### config.mk
export PLATFORM = sky130hd
export DESIGN_NAME = fractal_sync_1d_req_ctrl
export DESIGN_NICKNAME = d
export VERILOG_FILES = /design/src/rtl/fractal_sync_1d_req_ctrl.sv
export SDC_FILE = /design/constraint.sdc
export NUM_CORES = 1
export LEC_CHECK = 0
export ABC_AREA = 0
export CELL_PAD_IN_SITES_DETAIL_PLACEMENT = 0
export CELL_PAD_IN_SITES_GLOBAL_PLACEMENT = 1
export CORE_ASPECT_RATIO = 0.5
export CORE_MARGIN = 8
export CORE_UTILIZATION = 32
export CTS_BUF_LIST = sky130_fd_sc_hd__clkbuf_16
export DETAILED_ROUTE_END_ITERATION = 10
export GPL_TIMING_DRIVEN = 0
export PLACE_DENSITY_LB_ADDON = 0.1
export SYNTH_ARGS = -nofsm -noshare
export SYNTH_HDL_FRONTEND = slang
export SYNTH_SLANG_ARGS = --single-unit
### constraint.sdc
create_clock -name clk_i -period 4.2 [get_ports clk_i]
set_clock_uncertainty 0.1 [all_clocks]
set_input_delay 0.42 -clock clk_i [delete_from_list [all_inputs] [get_ports clk_i]]
set_output_delay 0.42 -clock clk_i [all_outputs]
set_load 0.01 [all_outputs]
### src/rtl/fractal_sync_1d_req_ctrl.sv
// Per-port barrier request controller for a fractal sync node: classifies child
// requests, pulses the 1D RF check, and answers, forwards upward or absorbs.
module fractal_sync_1d_req_ctrl #(
    parameter int LEVEL_WIDTH = 2,
    parameter int ID_WIDTH    = 1
) (
    input  logic                              clk_i,
    input  logic                              rst_i,
    input  logic [1:0]                        req_valid_i,
    output logic [1:0]                        req_ready_o,
    input  logic [1:0][LEVEL_WIDTH-1:0]       req_level_i,
    input  logic [1:0][ID_WIDTH-1:0]          req_id_i,
    output logic [1:0][LEVEL_WIDTH-1:0]       rf_level_o,
    output logic [1:0][ID_WIDTH-1:0]          rf_id_o,
    output logic [1:0]                        rf_check_local_o,
    output logic [1:0]                        rf_check_remote_o,
    input  logic [1:0]                        rf_present_local_i,
    input  logic [1:0]                        rf_present_remote_i,
    input  logic [1:0]                        rf_id_err_i,
    input  logic [1:0]                        rf_sig_err_i,
    input  logic                              rf_bypass_local_i,
    input  logic                              rf_bypass_remote_i,
    output logic [1:0]                        rsp_valid_o,
    input  logic [1:0]                        rsp_ready_i,
    output logic [1:0][1:0]                   rsp_type_o,
    output logic [1:0][ID_WIDTH-1:0]          rsp_id_o,
    output logic                              up_valid_o,
    input  logic                              up_ready_i,
    output logic [LEVEL_WIDTH-1:0]            up_level_o,
    output logic [ID_WIDTH-1:0]               up_id_o,
    output logic                              up_src_o
);

    localparam int N_PORTS = 2;

    localparam logic [1:0] RSP_ERR_LVL = 2'b00;
    localparam logic [1:0] RSP_DONE    = 2'b01;
    localparam logic [1:0] RSP_ERR_ID  = 2'b10;
    localparam logic [1:0] RSP_ERR_SIG = 2'b11;

    typedef enum logic [1:0] {
        IDLE  = 2'd0,
        CHECK = 2'd1,
        RSP   = 2'd2,
        FWD   = 2'd3
    } state_t;

    logic [N_PORTS-1:0]                  fwd;
    logic [N_PORTS-1:0][LEVEL_WIDTH-1:0] lvl_all;
    logic [N_PORTS-1:0][ID_WIDTH-1:0]    id_all;
    logic                                grant;
    logic                                grant_q;
    logic                                ptr;
    logic                                lock;
    logic                                rr_pick;

    for (genvar p = 0; p < N_PORTS; p++) begin : g_port
        localparam bit IS_P0 = (p == 0);

        state_t                 state;
        logic [LEVEL_WIDTH-1:0] lvl;
        logic [ID_WIDTH-1:0]    id;
        logic [1:0]             rtype;
        logic                   chk_loc;
        logic                   chk_rem;
        logic                   is_loc;
        logic                   is_rem;

        assign is_loc = (lvl == LEVEL_WIDTH'(1));
        assign is_rem = (lvl > LEVEL_WIDTH'(1));

        always_ff @(posedge clk_i) begin
            if (rst_i) begin
                state   <= IDLE;
                lvl     <= '0;
                id      <= '0;
                rtype   <= '0;
                chk_loc <= 1'b0;
                chk_rem <= 1'b0;
            end else begin
                chk_loc <= 1'b0;
                chk_rem <= 1'b0;
                case (state)
                    IDLE: begin
                        if (req_valid_i[p]) begin
                            lvl     <= req_level_i[p];
                            id      <= req_id_i[p];
                            chk_loc <= (req_level_i[p] == LEVEL_WIDTH'(1));
                            chk_rem <= (req_level_i[p] > LEVEL_WIDTH'(1));
                            state   <= CHECK;
                        end
                    end
                    CHECK: begin
                        // Bypass credit goes to port 0 only, so a matched pair yields one result.
                        if (lvl == '0) begin
                            rtype <= RSP_ERR_LVL;
                            state <= RSP;
                        end else if (rf_id_err_i[p]) begin
                            rtype <= RSP_ERR_ID;
                            state <= RSP;
                        end else if (rf_sig_err_i[p]) begin
                            rtype <= RSP_ERR_SIG;
                            state <= RSP;
                        end else if (is_loc && (rf_present_local_i[p] ||
                                                (rf_bypass_local_i && IS_P0))) begin
                            rtype <= RSP_DONE;
                            state <= RSP;
                        end else if (is_rem && (rf_present_remote_i[p] ||
                                                (rf_bypass_remote_i && IS_P0))) begin
                            state <= FWD;
                        end else begin
                            state <= IDLE;
                        end
                    end
                    RSP: begin
                        if (rsp_ready_i[p]) state <= IDLE;
                    end
                    FWD: begin
                        if (up_ready_i && (grant == 1'(p))) state <= IDLE;
                    end
                    default: state <= IDLE;
                endcase
            end
        end

        assign req_ready_o[p]       = (state == IDLE) && !rst_i;
        assign rf_level_o[p]        = lvl;
        assign rf_id_o[p]           = id;
        assign rf_check_local_o[p]  = chk_loc;
        assign rf_check_remote_o[p] = chk_rem;
        assign rsp_valid_o[p]       = (state == RSP);
        assign rsp_type_o[p]        = rtype;
        assign rsp_id_o[p]          = id;
        assign fwd[p]               = (state == FWD);
        assign lvl_all[p]           = lvl;
        assign id_all[p]            = id;
    end

    // Grant is frozen while a forward is stalled so the upward payload stays stable.
    assign rr_pick    = fwd[ptr] ? ptr : ~ptr;
    assign grant      = lock ? grant_q : rr_pick;
    assign up_valid_o = |fwd;
    assign up_src_o   = up_valid_o ? grant : 1'b0;
    assign up_level_o = up_valid_o ? (lvl_all[grant] - LEVEL_WIDTH'(1)) : '0;
    assign up_id_o    = up_valid_o ? id_all[grant] : '0;

    always_ff @(posedge clk_i) begin
        if (rst_i) begin
            ptr     <= 1'b0;
            lock    <= 1'b0;
            grant_q <= 1'b0;
        end else begin
            grant_q <= grant;
            if (up_valid_o && up_ready_i) begin
                ptr  <= ~grant;
                lock <= 1'b0;
            end else begin
                lock <= up_valid_o;
            end
        end
    end

endmodule

==> flow_metrics.tcl <==
set metrics [dict create \
    synth_warnings 0 \
    clkSinkCount 21 \
    cts-root-to-sink-buffers 2 \
    placedCellCount 218 \
    seq_power_share 0.413 \
    power.ir.vdd_worst_mv 0.1111 \
    grt_first_pass_wirelength_um 4899 \
    class_of_the_worst_hold_path "flip-flop to flip-flop" \
    p_switching_uw 137.4 \
    comb_power_share 0.223 \
    timing.final.ws_setup_ns 1.491 \
    floorplan.rows 15 \
    post_dp_cell_area_um2 1632 \
    synth.avg_cell_area_um2 8.594 \
    cts-resized-gates 0 \
    ff_latch_count_synth 21 \
    postCtsSetupRepairBufs 0 \
    regToRegSetupSlack_ns 2.67 \
    chipWidth_um 99.24 \
    tritoncts.num_buffers 3 \
    timing.setup.tns_ns 0 \
    run_status "finished clean" \
    timing.critical_path.to_type "output pin" \
    cp_max_fo 9 \
    setup.worst_path.start "g_port[1].state[1]" \
    post_detail_place_hpwl_um 2369 \
    path_depth_of_the_worst_reg2reg_path 4 \
    vias_per_cell 4.802 \
    wire_per_inst_um 13.44 \
    critPathRequiredTime_ns 3.68 \
    switching_share 0.2517 \
    worst_slew_margin_rel 0.5415 \
    rsz_0062_raised_after_global_routing "no" \
    power.share.clock 0.365 \
    cp-endpoint "up_level_o[0]" \
    synth_to_layout_area_growth_pct 54.29 \
    num-fill-cells 345 \
    maximum_operating_frequency_mhz 369.1 \
    placeableCoreArea_um2 3378 \
    clkTransAtPathRegs_ns 0.06 \
    pre_cts_slack_ns 1.673 \
    global_route.usage.total 0.1054 \
    num_vias 1066 \
    final-max-slew-violation-count 0 \
    cp.arrival_ns 2.19 \
    reg2reg_to "g_port[0].id" \
    root_buffer "clkbuf_16" \
    synth_cell_types 38 \
    die_height_um 57.62 \
    final_nets 204 \
    cts.htree.levels 1 \
    hold_viol 0 \
    drive_above_1_share 0.1000 \
    totalWireLength_um 2983 \
    initial_core_util 0.3281 \
    instances_no_fill 222 \
    place.gp.congestion 0.7386 \
    top_ports 48 \
    insertion_delay_ns 0.25 \
    drt_first_iter_violations 46 \
    cts_hold_repair.buffers 0 \
    power_per_cell_area_nw_per_um2 319.1 \
    antennaDiodeCount 0 \
    total_of_max_cap_violations 0 \
    final_design_area_no_fill_um2 1710 \
    tritoncts "done" \
    crit-reg2reg-launch "g_port[0].state[0]" \
    final.period_utilization 0.6450 \
    p_int_uw 408.4 \
    period_needed_ns 2.709 \
    ys_seq_area_frac 0.3792 \
    placement.io_buffers 47 \
    syn_area_um2 1109 \
    postSynthNetCount 152 \
    post-route-drc-count 0 \
    antenna_violating_nets_post_route 0 \
    timing.final.setup_violations 0 \
    die-area_um2 5718 \
    grt_max_degree 12 \
    timing_worst_slew_pin_value_ns 0.6863 \
    netlist_instances 129 \
    worst-setup-path-type "flip-flop to output pin" \
    initial_antenna_violation_count 0 \
    holdWs_ns 0.3668 \
    globalRoute.totalOverflow 0 \
    drt_pre_antenna_iters 4 \
    p_leak_nw 0.6433 \
    critical_path.startpoint_type "flip-flop" \
    grt_pass1_vias 1045 \
]
[metrics by stage]
stage / utilization / total power, mW
after floorplan: - / 0.2875
final: 0.5063 / 0.5458
after global placement: 0.4830 / 0.3519
after CTS: 0.5063 / 0.5527
after global routing: 0.5063 / 0.5730
after detailed placement: 0.4830 / 0.3521
[cells in the mapped netlist]
cell | number | area share
dfxtp_1 | 21 | 0.38
a211oi_2 | 1 | 0.011
a211oi_1 | 2 | 0.014
nand2_2 | 1 | 0.0056
a311oi_1 | 3 | 0.024
o211ai_1 | 1 | 0.0068
inv_1 | 2 | 0.0068
nor3b_1 | 5 | 0.034
and4b_1 | 2 | 0.018
and4bb_4 | 1 | 0.015
a311oi_4 | 1 | 0.024
inv_2 | 1 | 0.0034
a31oi_1 | 2 | 0.011
mux2i_1 | 4 | 0.036
buf_2 | 1 | 0.0045
nor3_1 | 5 | 0.023
xnor2_1 | 1 | 0.0079
nand2b_1 | 4 | 0.023
buf_1 | 1 | 0.0034
xor2_1 | 1 | 0.0079
nor2b_1 | 6 | 0.034
clkbuf_1 | 1 | 0.0034
and2_1 | 2 | 0.011
o2bb2ai_1 | 2 | 0.016
o32ai_1 | 1 | 0.0079
nand3_1 | 6 | 0.027
nand2_1 | 8 | 0.027
o211a_1 | 1 | 0.0090
o31ai_1 | 1 | 0.0068
nand4_1 | 1 | 0.0056
o21ai_0 | 7 | 0.032
a21oi_1 | 6 | 0.027
nor2_1 | 14 | 0.047
and3_1 | 2 | 0.011
buf_4 | 8 | 0.054
buf_6 | 1 | 0.010
or3b_1 | 1 | 0.0079
nor4_1 | 1 | 0.0056
[power by group through the flow]
stage          clock [mW]  sequential [mW]  combinational [mW]
2_1_floorplan           0            0.228              0.0593
3_5_place_dp            0            0.230               0.122
3_3_place_gp            0            0.229               0.122
5_1_grt             0.214            0.227               0.132
6_report            0.199            0.225               0.122
4_1_cts             0.204            0.225               0.123
[critical path: stages (launching register included)]
cell	delay, ns
dfxtp_1	0.45
nand2_2	0.11
a311oi_4	0.48
nor2b_1	0.11
a211oi_2	0.20
clkdlybuf4s50_1	0.58
[how the worst min path moves through the flow]
| stage | startpoint | to | depth (start not counted) |
|---|---|---|---|
| 6_report | g_port[1].rtype[1] | g_port[1].rtype[1] | 1 |
| 5_1_grt | g_port[1].rtype[1] | g_port[1].rtype[1] | 1 |
| 4_1_cts | g_port[1].rtype[1] | g_port[1].rtype[1] | 1 |
| 3_5_place_dp | g_port[1].rtype[1] | g_port[1].rtype[1] | 1 |
| 3_3_place_gp | g_port[1].rtype[1] | g_port[1].rtype[1] | 1 |
| 2_1_floorplan | g_port[1].id | g_port[1].id | 2 |
[per-layer routing]
layer	wire, um	part of all wire	GRT usage	vias to the layer above
met5	0	0	0	-
met4	11	0.0037	0.01279	0
met3	275	0.092	0.06086	2
met2	1214	0.41	0.1594	31
met1	1481	0.50	0.1297	469
li1	-	-	-	564
[cell type report]
| class | count | area [um^2] | share of cell area |
|---|---|---|---|
| well taps | 42 | 52.55 | 0.03072 |
| clock buffers | 3 | 75.07 | 0.04389 |
| plain buffers | 12 | 83.83 | 0.04901 |
| multi-input cells | 93 | 593.1 | 0.3467 |
| flip-flops and latches | 21 | 420.4 | 0.2458 |
| inverters | 3 | 11.26 | 0.006584 |
| repair buffers | 47 | 470.5 | 0.2751 |
| clock inverters | 1 | 3.754 | 0.002195 |
[sequential cells by signal, summed over array words and instances, names as in the netlist]
name and count:
g_port.lvl 4, g_port.rtype 4, g_port.state 4, g_port.chk_loc 2
g_port.chk_rem 2, g_port.id 2, grant_q 1, lock 1
ptr 1
[cell usage in the layout, fill, tap and decap left out, types with 2 or more instances in the layout]
cell,n
clkdlybuf4s50_1,47
a311oi_1,3
nand2_1,8
buf_4,8
nor3b_1,5
nand2b_1,4
and2_1,2
a31oi_1,2
o21ai_0,7
nand3_1,6
a21oi_1,6
and4b_1,2
o2bb2ai_1,2
clkbuf_16,3
nor2b_1,6
inv_1,3
dfxtp_1,21
a211oi_1,2
mux2i_1,4
nor2_1,14
nor3_1,5
and3_1,2
[kinds of logic after synthesis]
group	Yosys count	share of synthesized area
AND/OR/NAND/NOR	59	0.2946
buffers and inverters	15	0.08577
flip-flops	21	0.3792
XOR/XNOR	2	0.01580
multiplexers	4	0.03612
AO/OA/AOI/OAI	28	0.1885
No activity file was read; power rests on OpenSTA's default activity.
